### config.mk
export PLATFORM = sky130hd
export DESIGN_NAME = fp_rnd_pipe
export DESIGN_NICKNAME = d
export VERILOG_FILES = /design/src/rtl/fp_rnd_pipe.sv
export SDC_FILE = /design/constraint.sdc
export NUM_CORES = 1
export LEC_CHECK = 0
export BUFFER_PORTS_ARGS = -buffer_cell sky130_fd_sc_hd__buf_2
export CELL_PAD_IN_SITES_DETAIL_PLACEMENT = 0
export CELL_PAD_IN_SITES_GLOBAL_PLACEMENT = 2
export CORE_UTILIZATION = 25
export CTS_CLUSTER_SIZE = 40
export DETAILED_ROUTE_END_ITERATION = 6
export GPL_ROUTABILITY_DRIVEN = 0
export HOLD_SLACK_MARGIN = 0.02
export PLACE_DENSITY = 0.7
export SLEW_MARGIN = 20
export SYNTH_ARGS = -nofsm -noshare
export SYNTH_HDL_FRONTEND = slang
export SYNTH_SLANG_ARGS = --single-unit
### constraint.sdc
create_clock -name clock -period 4 [get_ports clock]
set_input_delay 0.6 -clock clock [delete_from_list [all_inputs] [get_ports clock]]
set_output_delay 0.6 -clock clock [all_outputs]
set_load 0.02 [all_outputs]
### src/rtl/fp_rnd_pipe.sv
// fp_rnd_pipe: two-stage binary32 rounding and packing pipeline.
// Stage 1 normalises/denormalises, stage 2 rounds, packs and flags.
module fp_rnd_pipe #(
    parameter bit SUBNORMAL_EN = 1'b1
) (
    input  logic        clock,
    input  logic        reset,
    input  logic        clear,
    input  logic        in_valid,
    output logic        in_ready,
    input  logic        in_sig,
    input  logic [9:0]  in_expo,
    input  logic [24:0] in_mant,
    input  logic [2:0]  in_grs,
    input  logic [2:0]  in_rm,
    input  logic        in_snan,
    input  logic        in_qnan,
    input  logic        in_dbz,
    input  logic        in_inf,
    input  logic        in_zero,
    output logic        out_valid,
    input  logic        out_ready,
    output logic [31:0] out_result,
    output logic [4:0]  out_flags
);

    typedef struct packed {
        logic        sig;
        logic [9:0]  expo;
        logic [23:0] mant;
        logic [2:0]  grs;
        logic [2:0]  rm;
        logic        tiny;
        logic        flush;
        logic        inexact;
        logic        snan;
        logic        qnan;
        logic        dbz;
        logic        inf;
        logic        zero;
    } s1_t;

    localparam logic [31:0] QNAN = 32'h7FC0_0000;

    logic        s1_valid;
    logic        s2_valid;
    logic        s1_adv;
    logic        s2_adv;
    s1_t         r1;
    s1_t         n1;

    // stage 1 working signals
    logic signed [9:0]  s1_e;
    logic [23:0]        s1_m;
    logic [2:0]         s1_grs;
    logic signed [10:0] sh_full;
    logic [4:0]         sh;
    logic [25:0]        dn_vec;
    logic [25:0]        dn_shf;
    logic [25:0]        dn_mask;
    logic               dn_lost;
    logic               s1_tiny;
    logic               s1_flush;

    // stage 2 working signals
    logic               g;
    logic               lsb;
    logic               rm_rtz;
    logic               rm_rdn;
    logic               rm_rup;
    logic               rm_rmm;
    logic               inc;
    logic [24:0]        sum;
    logic signed [9:0]  e2;
    logic [22:0]        frac;
    logic               ovf;
    logic               max_fin;
    logic [31:0]        n2_res;
    logic [4:0]         n2_flg;

    assign s2_adv    = ~s2_valid | out_ready;
    assign s1_adv    = ~s1_valid | s2_adv;
    assign in_ready  = s1_adv;
    assign out_valid = s2_valid;

    // normalise carry, then denormalise or flag flush for tiny exponents
    always_comb begin
        s1_e     = in_expo;
        s1_m     = in_mant[23:0];
        s1_grs   = in_grs;
        s1_tiny  = 1'b0;
        s1_flush = 1'b0;
        sh_full  = '0;
        sh       = '0;
        dn_vec   = '0;
        dn_shf   = '0;
        dn_mask  = '0;
        dn_lost  = 1'b0;
        if (in_mant[24]) begin
            s1_m   = in_mant[24:1];
            s1_grs = {in_mant[0], in_grs[2], in_grs[1] | in_grs[0]};
            s1_e   = s1_e + 10'sd1;
        end
        if (s1_e <= 10'sd0) begin
            if (SUBNORMAL_EN) begin
                // shift amount 1-expo, saturated: past 26 every bit is lost
                sh_full = 11'sd1 - $signed({s1_e[9], s1_e});
                sh      = (sh_full > 11'sd26) ? 5'd26 : sh_full[4:0];
                dn_vec  = {s1_m, s1_grs[2:1]};
                dn_mask = ~({26{1'b1}} << sh);
                dn_lost = |(dn_vec & dn_mask);
                dn_shf  = dn_vec >> sh;
                s1_m    = dn_shf[25:2];
                s1_grs  = {dn_shf[1:0], s1_grs[0] | dn_lost};
                s1_e    = '0;
                s1_tiny = 1'b1;
            end else begin
                s1_flush = 1'b1;
            end
        end
        n1.sig     = in_sig;
        n1.expo    = s1_e;
        n1.mant    = s1_m;
        n1.grs     = s1_grs;
        n1.rm      = in_rm;
        n1.tiny    = s1_tiny;
        n1.flush   = s1_flush;
        n1.inexact = |s1_grs;
        n1.snan    = in_snan;
        n1.qnan    = in_qnan;
        n1.dbz     = in_dbz;
        n1.inf     = in_inf;
        n1.zero    = in_zero;
    end

    // round, detect overflow and select the special-case result
    always_comb begin
        g       = r1.grs[2];
        lsb     = r1.mant[0];
        rm_rtz  = (r1.rm == 3'd1);
        rm_rdn  = (r1.rm == 3'd2);
        rm_rup  = (r1.rm == 3'd3);
        rm_rmm  = (r1.rm == 3'd4);
        inc     = 1'b0;
        unique case (1'b1)
            rm_rtz:  inc = 1'b0;
            rm_rdn:  inc = r1.sig & r1.inexact;
            rm_rup:  inc = ~r1.sig & r1.inexact;
            rm_rmm:  inc = g;
            default: inc = g & (lsb | r1.grs[1] | r1.grs[0]);
        endcase
        sum  = {1'b0, r1.mant} + {24'd0, inc};
        e2   = r1.expo;
        frac = sum[22:0];
        if (sum[24]) begin
            e2   = r1.expo + 10'sd1;
            frac = '0;
        end else if (r1.tiny && sum[23]) begin
            e2 = 10'sd1;
        end
        ovf     = (e2 >= 10'sd255);
        max_fin = rm_rtz | (rm_rdn & ~r1.sig) | (rm_rup & r1.sig);
        n2_res  = {r1.sig, e2[7:0], frac};
        n2_flg  = {3'b000, r1.tiny & r1.inexact, r1.inexact};
        if (ovf) begin
            n2_res = max_fin ? {r1.sig, 31'h7F7F_FFFF}
                             : {r1.sig, 8'hFF, 23'd0};
            n2_flg = 5'b00101;
        end
        if (r1.snan) begin
            n2_res = QNAN;
            n2_flg = 5'b10000;
        end else if (r1.qnan) begin
            n2_res = QNAN;
            n2_flg = 5'b00000;
        end else if (r1.dbz) begin
            n2_res = {r1.sig, 8'hFF, 23'd0};
            n2_flg = 5'b01000;
        end else if (r1.inf) begin
            n2_res = {r1.sig, 8'hFF, 23'd0};
            n2_flg = 5'b00000;
        end else if (r1.zero) begin
            n2_res = {r1.sig, 31'd0};
            n2_flg = 5'b00000;
        end else if (r1.flush) begin
            n2_res = {r1.sig, 31'd0};
            n2_flg = 5'b00011;
        end
    end

    // stage 1 register: loads only when a record is accepted
    always_ff @(posedge clock or negedge reset) begin
        if (!reset) begin
            s1_valid <= 1'b0;
            r1       <= '0;
        end else if (clear) begin
            s1_valid <= 1'b0;
        end else if (s1_adv) begin
            s1_valid <= in_valid;
            if (in_valid) begin
                r1 <= n1;
            end
        end
    end

    // stage 2 register: output held while the consumer stalls
    always_ff @(posedge clock or negedge reset) begin
        if (!reset) begin
            s2_valid   <= 1'b0;
            out_result <= '0;
            out_flags  <= '0;
        end else if (clear) begin
            s2_valid <= 1'b0;
        end else if (s2_adv) begin
            s2_valid <= s1_valid;
            if (s1_valid) begin
                out_result <= n2_res;
                out_flags  <= n2_flg;
            end
        end
    end

endmodule
==> results of run 1 <==
==> kinds of logic after synthesis <==
family | share of synthesized area, %
simple gates | 21.83
fa+ha+maj | 1.273
flops | 27.68
mux | 7.095
xor+xnor | 4.343
compound gates | 32.91
buf+inv | 4.868
==> cell usage after synthesis (5+ instances only) <==
cell and count:
a21oi_1 60, a2111oi_0 6, nand4_1 19, buf_2 9, and4_1 7, buf_1 10, a221oi_1 6, or2_2 5
or3_1 6, o22a_1 11, nor2_1 60, dfrtp_1 87, mux2_2 16, nor4_1 5, xor2_1 21, mux2i_1 34
xnor2_1 18, a32oi_1 7, o31ai_1 13, a21o_1 6, o22ai_1 6, a211oi_1 14, a31oi_1 21, clkbuf_1 56
inv_1 11, nand2_1 142, o21ai_1 7, a22oi_1 6, a221o_1 5, nand2b_1 5, and2_1 7, o21a_1 10
o2bb2ai_1 5, o221ai_1 5, ha_1 8, o211ai_1 25, nor3_1 25, o21ai_0 79, a22o_1 26, nand3_1 42
and3_1 10
==> per-stage QoR <==
stage	cells	util, %	hold slack, ps	setup slack [ps]
4_1_cts	1597	33.40	434.5	47.41
5_1_grt	1599	33.79	386.3	-15.35
3_3_place_gp	1581	32.40	445.5	-288.5
3_5_place_dp	1581	32.40	453.1	-311.4
6_report	1599	33.79	314.7	175.4
2_1_floorplan	997	-	304.4	-267.0
==> area by class of cell <==
type / instances / area share [%]
tap: 396 / 4.769
inverter: 11 / 0.3974
timing repair buffer: 270 / 18.24
clock buffer: 10 / 2.300
sequential: 87 / 20.95
clock inverter: 6 / 0.6623
multi-input combinational: 819 / 52.67
==> flip-flops by register name (all words and copies together), names as in the netlist <==
| register | flops |
|---|---|
| g | 1 |
| lsb | 1 |
| out_flags | 5 |
| out_result | 32 |
| out_valid | 1 |
| r1 | 46 |
| s1_valid | 1 |
==> worst max path at each step <==
stage,cells past startpoint,start,to
5_1_grt,19,in_expo[0],r1[20]
6_report,16,in_expo[0],r1[20]
2_1_floorplan,20,in_expo[0],r1[22]
3_3_place_gp,15,in_expo[0],r1[30]
3_5_place_dp,15,in_expo[0],r1[30]
4_1_cts,15,in_expo[0],r1[30]
==> where the power goes <==
group / total, mW / internal (mW) / switching (mW)
clock network: 0.856 / 0.504 / 0.353
registers: 1.12 / 0.998 / 0.127
logic: 1.46 / 0.592 / 0.863
total: 3.44 / 2.09 / 1.34
==> per-layer routing <==
layer | vias up | track usage (%)
li1 | 4213 | -
met1 | 4179 | 28.09
met2 | 314 | 31.94
met3 | 75 | 3.186
met4 | 0 | 6.898
met5 | - | 0
==> repair_timing <==
item,CTS,global route
buffers inserted,0,2
gates resized for setup,0,25
endpoints found under the setup margin,0,35
==> key figures, run 1 <==
Cells and area
  – Layout cells sized above 1: 29.93%
  – Layout Nets: 1258
  – Most common cell after layout, fill and taps aside: buf_4
  – Multi-input logic area: 0.005473 mm2
  – Reg area: 0.002177 mm2
  – Final instance area: 0.01039 mm2
  – Area Growth Syn to Fin: 32.10%
  – Most frequent cells in the layout: buf_4 (173), nand2_1 (142), buf_2 (89)
  – Fillcell total: 3324
  – Inserted Diodes: 0

Timing
  – Final Skew: 7.588 ps
  – Final setup viols: 0
  – Fmax: 261.5 MHz
  – Final Hold Viols: 0
  – Least-Margin Pin Slew: 784.0 ps
  – Post-route setup TNS: 0 ps
  – Max_slew headroom: 47.74%
  – Max-slew violations: 0
  – Fin crit share: 95.62%
  – Fin crit period: 3825 ps

Critical path
  – Top delay family on crit path: compound AO/OA/AOI/OAI gates
  – Crit. End Element: register
  – Worst path required time: 4230 ps
  – CP Buf/Inv Count: 5
  – Worst Path Class, Setup: input pin to register
  – Reg2reg end: out_result[2]
  – FF-to-FF path depth: 17
  – Worst R2R Start: r1[9]
  – Worst Path Max Fanout: 9
  – Worst R2R Setup Slack: 230 ps
  – Worst path cell trace: buf_2 > ha_4 > buf_4 > nand2b_1 > o21a_1 > a2111oi_4 > buf_4 > nand4_4 > buf_12 > a211oi_4 > o21ai_1 > a22o_1 > buf_4 > a221oi_1 > o311ai_1 > a22o_1
  – CP dominant cell by count: buf_4
  – Critical path's slowest cell: a221oi_1
  – WP data arrival: 4050 ps
  – Slowest stage delay, CP: 410 ps
  – CP Launch Type: input pin

Routing
  – Wirelength per Cell: 20.11 um
  – Router iterations before antenna repair: 7
  – Met1 wire length: 14980 um
  – # DRC: 0
  – Final wirelength: 32150 um
  – Drt via density: 5.492
  – Met2 wire len: 14320 um
  – Top Layer Used: met4
  – DRT antenna net count: 0
  – 1st-iter DRT viols: 735
  – DR WL met3: 1795 um
  – Vias post-DR: 8781

Floorplan
  – Initial Util: 25.58%
  – Core Area: 0.03075 mm2
  – Die Area: 0.03217 mm2
  – Die Span Y: 179.4 um
  – Ports: 91
  – FP Rows: 64
  – DIE WIDTH: 179.4 um

Logic synthesis
  – Synth Flop Type: dfrtp_1
  – Share of the synthesized area in the top cell type: 27.68%
  – Post-synthesis instance total: 997
  – Synth top area cells: dfrtp_1 (28%), nand2_1 (6.8%), o21ai_0 (5.0%), mux2i_1 (4.3%), a21oi_1 (3.8%)
  – Syn_area_per_cell: 7.889 um2
  – Number of synthesized flops with an enable pin: 0
  – Mapped Area: 0.007865 mm2
  – Post-synthesis cell type count: 87
  – Syn nets: 1057
  – Yosys reg bits: 87
  – Sequential fraction of the synthesis area: 27.68%
  – Synthesis Warnings: 0
  – Ys async rst share: 100.0%
  – Post-synth top area cell: dfrtp_1

Clocking
  – Clock Pin Slew Worst Setup and Hold Paths: 60 ps
  – CTS H-tree lvls: 3
  – Clock Path Buffers: 2
  – CTS tree: done
  – Clock sinks: 87
  – Clk root buf: clkbuf_16
  – Clk_lat worst skew: 340 ps
  – Cts-stage hold buffer count: 0
  – Num CTS Buffers: 9

Place
  – PortBufs: 90
  – DP Wirelength: 24960 um
  – Area after DPL: 0.009963 mm2

Job
  – Max cap viols: 0

Global routing
  – Total grt overflow: 0
  – Largest net degree at the start of global routing: 88
  – Initial antenna violation count: 1
  – Global-route wire length before repair: 50300 um
  – Vias in the first global route: 8493
  – GRT Total Usage: 20.30%

Power and ir drop
  – Worst VDD drop: 0.2009 mV
  – Power Density: 330.7 mW/mm2
  – Leakage Power: 4.357 nW
  – Total power: 3.436 mW

Hold path
  – Hold Path Class: input pin to asynchronous set/reset pin

Outcome
  – Status: complete, no violations
Power figures use the tool's default switching activity.
==> inputs of run 2 (changes only) <==
--- a/config.mk
+++ b/config.mk
@@ -5,7 +5,7 @@
 export SDC_FILE = /design/constraint.sdc
 export NUM_CORES = 1
 export LEC_CHECK = 0
-export BUFFER_PORTS_ARGS = -buffer_cell sky130_fd_sc_hd__buf_2
+export BUFFER_PORTS_ARGS = -buffer_cell sky130_fd_sc_hd__clkbuf_2
 export CELL_PAD_IN_SITES_DETAIL_PLACEMENT = 0
 export CELL_PAD_IN_SITES_GLOBAL_PLACEMENT = 2
 export CORE_UTILIZATION = 25
==> run 2 against run 1 <==
Compared with the run above:
- utilization is 0.42 points lower
- the run now ends with design-rule violations left
- register-to-register slack about the same
- clock power is 1% lower
- clock-buffer cell count rose by 1
- sequential share of layout area increased by 0.27 points
- largest cell class unchanged
- global-route usage down 0.46 points
- maximum frequency increased by 0.86%
- die area is the same
- sequential power barely moved
- worst setup slack improved by 33 ps
==> key figures, run 2 (same netlist as run 1, synthesis figures left out) <==
Outcome
  – Status: finished, violations left
  – Failing checks: design-rule violations

Cells and area
  – Inserted Diodes: 0
  – Most common cell after layout, fill and taps aside: buf_4
  – Layout cells sized above 1: 28.68%
  – Fin cells: 1592
  – Util after Layout: 33.37%
  – Regs by FF count: r1: 46 flops, out_result: 32 flops, out_flags: 5 flops
  – Multi-input logic area: 0.005440 mm2
  – Final instance area: 0.01026 mm2
  – Reg area: 0.002177 mm2
  – Layout Nets: 1251
  – Fillcell total: 3292
  – Largest register FFs: 46
  – Largest Register: r1
  – Area Growth Syn to Fin: 30.45%
  – Most frequent cells in the layout: buf_4 (169), nand2_1 (142), clkbuf_2 (89)

Routing
  – # DRC: 3
  – DRT antenna net count: 0
  – Wirelength per Cell: 20.00 um
  – Vias post-DR: 8805
  – Drt via density: 5.531
  – Final wirelength: 31830 um
  – Router iterations before antenna repair: 7
  – 1st-iter DRT viols: 797

Timing
  – Max-slew violations: 0
  – Fmax: 263.7 MHz
  – Post-route setup TNS: 0 ps
  – Max_slew headroom: 42.26%
  – Worst hold slack: 319.7 ps
  – Fin crit period: 3792 ps
  – RSZ-0062 raised after global routing: false
  – Final Hold Viols: 0
  – Final setup viols: 0
  – Final Skew: 6.136 ps
  – Fin crit share: 94.80%
  – Setup slack after layout: 208.1 ps
  – Least-Margin Pin Slew: 863.5 ps

Power and ir drop
  – Power Density: 331.5 mW/mm2
  – Leakage Power: 4.303 nW
  – Total power: 3.402 mW
  – Worst VDD drop: 0.2176 mV

Floorplan
  – Ports: 91
  – Initial Util: 25.58%
  – FP Rows: 64
  – Core Area: 0.03075 mm2
  – Die Area: 0.03217 mm2
  – DIE WIDTH: 179.4 um
  – Die Span Y: 179.4 um

Place
  – PortBufs: 90
  – Pre-CTS WS: -352.4 ps
  – DP Wirelength: 24930 um
  – Area after DPL: 0.009888 mm2
  – Placed insts: 1576

Clocking
  – Clock Path Buffers: 2
  – Cts-stage hold buffer count: 0
  – Clock sinks: 87
  – Num CTS Buffers: 9
  – Clock Pin Slew Worst Setup and Hold Paths: 70 ps
  – CTS tree: done
  – CTS H-tree lvls: 3
  – Clk root buf: clkbuf_16
  – Clk_lat worst skew: 350 ps

Critical path
  – WP data arrival: 4030 ps
  – CP Launch Type: input pin
  – Crit. End Element: register
  – Worst Path Class, Setup: input pin to register
  – Worst Path Max Fanout: 8
  – Worst path required time: 4230 ps

Global routing
  – GRT Total Usage: 19.84%
  – Largest net degree at the start of global routing: 88
  – Vias in the first global route: 8321
  – Initial antenna violation count: 0
  – Total grt overflow: 0
  – Global-route wire length before repair: 49170 um

Job
  – Max cap viols: 0

Hold path
  – Hold Path Class: input pin to asynchronous set/reset pin
## run 2: cell count changes in the layout (fill, tap and decap cells not counted), sizes merged
cell / before / now
clkbuf: 10 / 100
buf: 270 / 174
inv: 12 / 11
clkinvlp: 1 / 0
clkinv: 3 / 4
## run 2: power by group
part           total (mW)  leakage, nW  switching [mW]  internal [mW]
Clock               0.847        0.149           0.346          0.501
Combinational        1.43         3.06           0.855          0.575
Sequential           1.12         1.09           0.126          0.998
Total                3.40         4.30            1.33           2.07
## run 2: worst max-delay path: stages
cell and delay (ps):
clkbuf_2 120, ha_4 250, buf_4 130, nand2b_1 160, o21a_1 240, a2111oi_4 320, buf_4 200, and2_4 160
nor2_4 60, buf_4 180, a2111oi_2 490, o21ai_0 210, a31oi_1 270, a211oi_1 80, a211o_1 240, a221o_1 310
## run 2: layout make-up
cell class / instances / share of cell area [%]
clock buffer: 11 / 2.366
clock inverter: 5 / 0.5610
inverter: 11 / 0.4024
multi-input combinational: 819 / 53.02
sequential: 87 / 21.22
tap: 396 / 4.829
timing repair buffer: 263 / 17.60
## run 2: layer usage
layer,vias up,routed length [um],global-route usage [%]
met5,-,0,0
met4,0,1047,7.913
met3,74,2049,2.321
met2,375,14240,31.73
met1,4156,14500,27.09
li1,4200,-,-
## run 2: path summary, 6_finish.rpt
kind	slack, ps	from	depth (start not counted)	end
worst max-delay path	210	in_expo[0]	16	r1[15]
worst min-delay path	320	reset	1	out_result[28]
worst max register to register	230	r1[8]	17	out_result[4]
worst min register to register	470	out_flags[3]	2	out_flags[3]
max in group asynchronous	3150	reset	1	r1[10]
min in group clock	440	in_rm[1]	3	r1[9]
## run 2: repair_timing
| item | in CTS | in global routing |
|---|---|---|
| setup buffers | 0 | 0 |
| resized for setup | 1 | 12 |
| endpoints found under the setup margin | 1 | 30 |
| pin swaps | 0 | 1 |
| gates cloned | 0 | 0 |
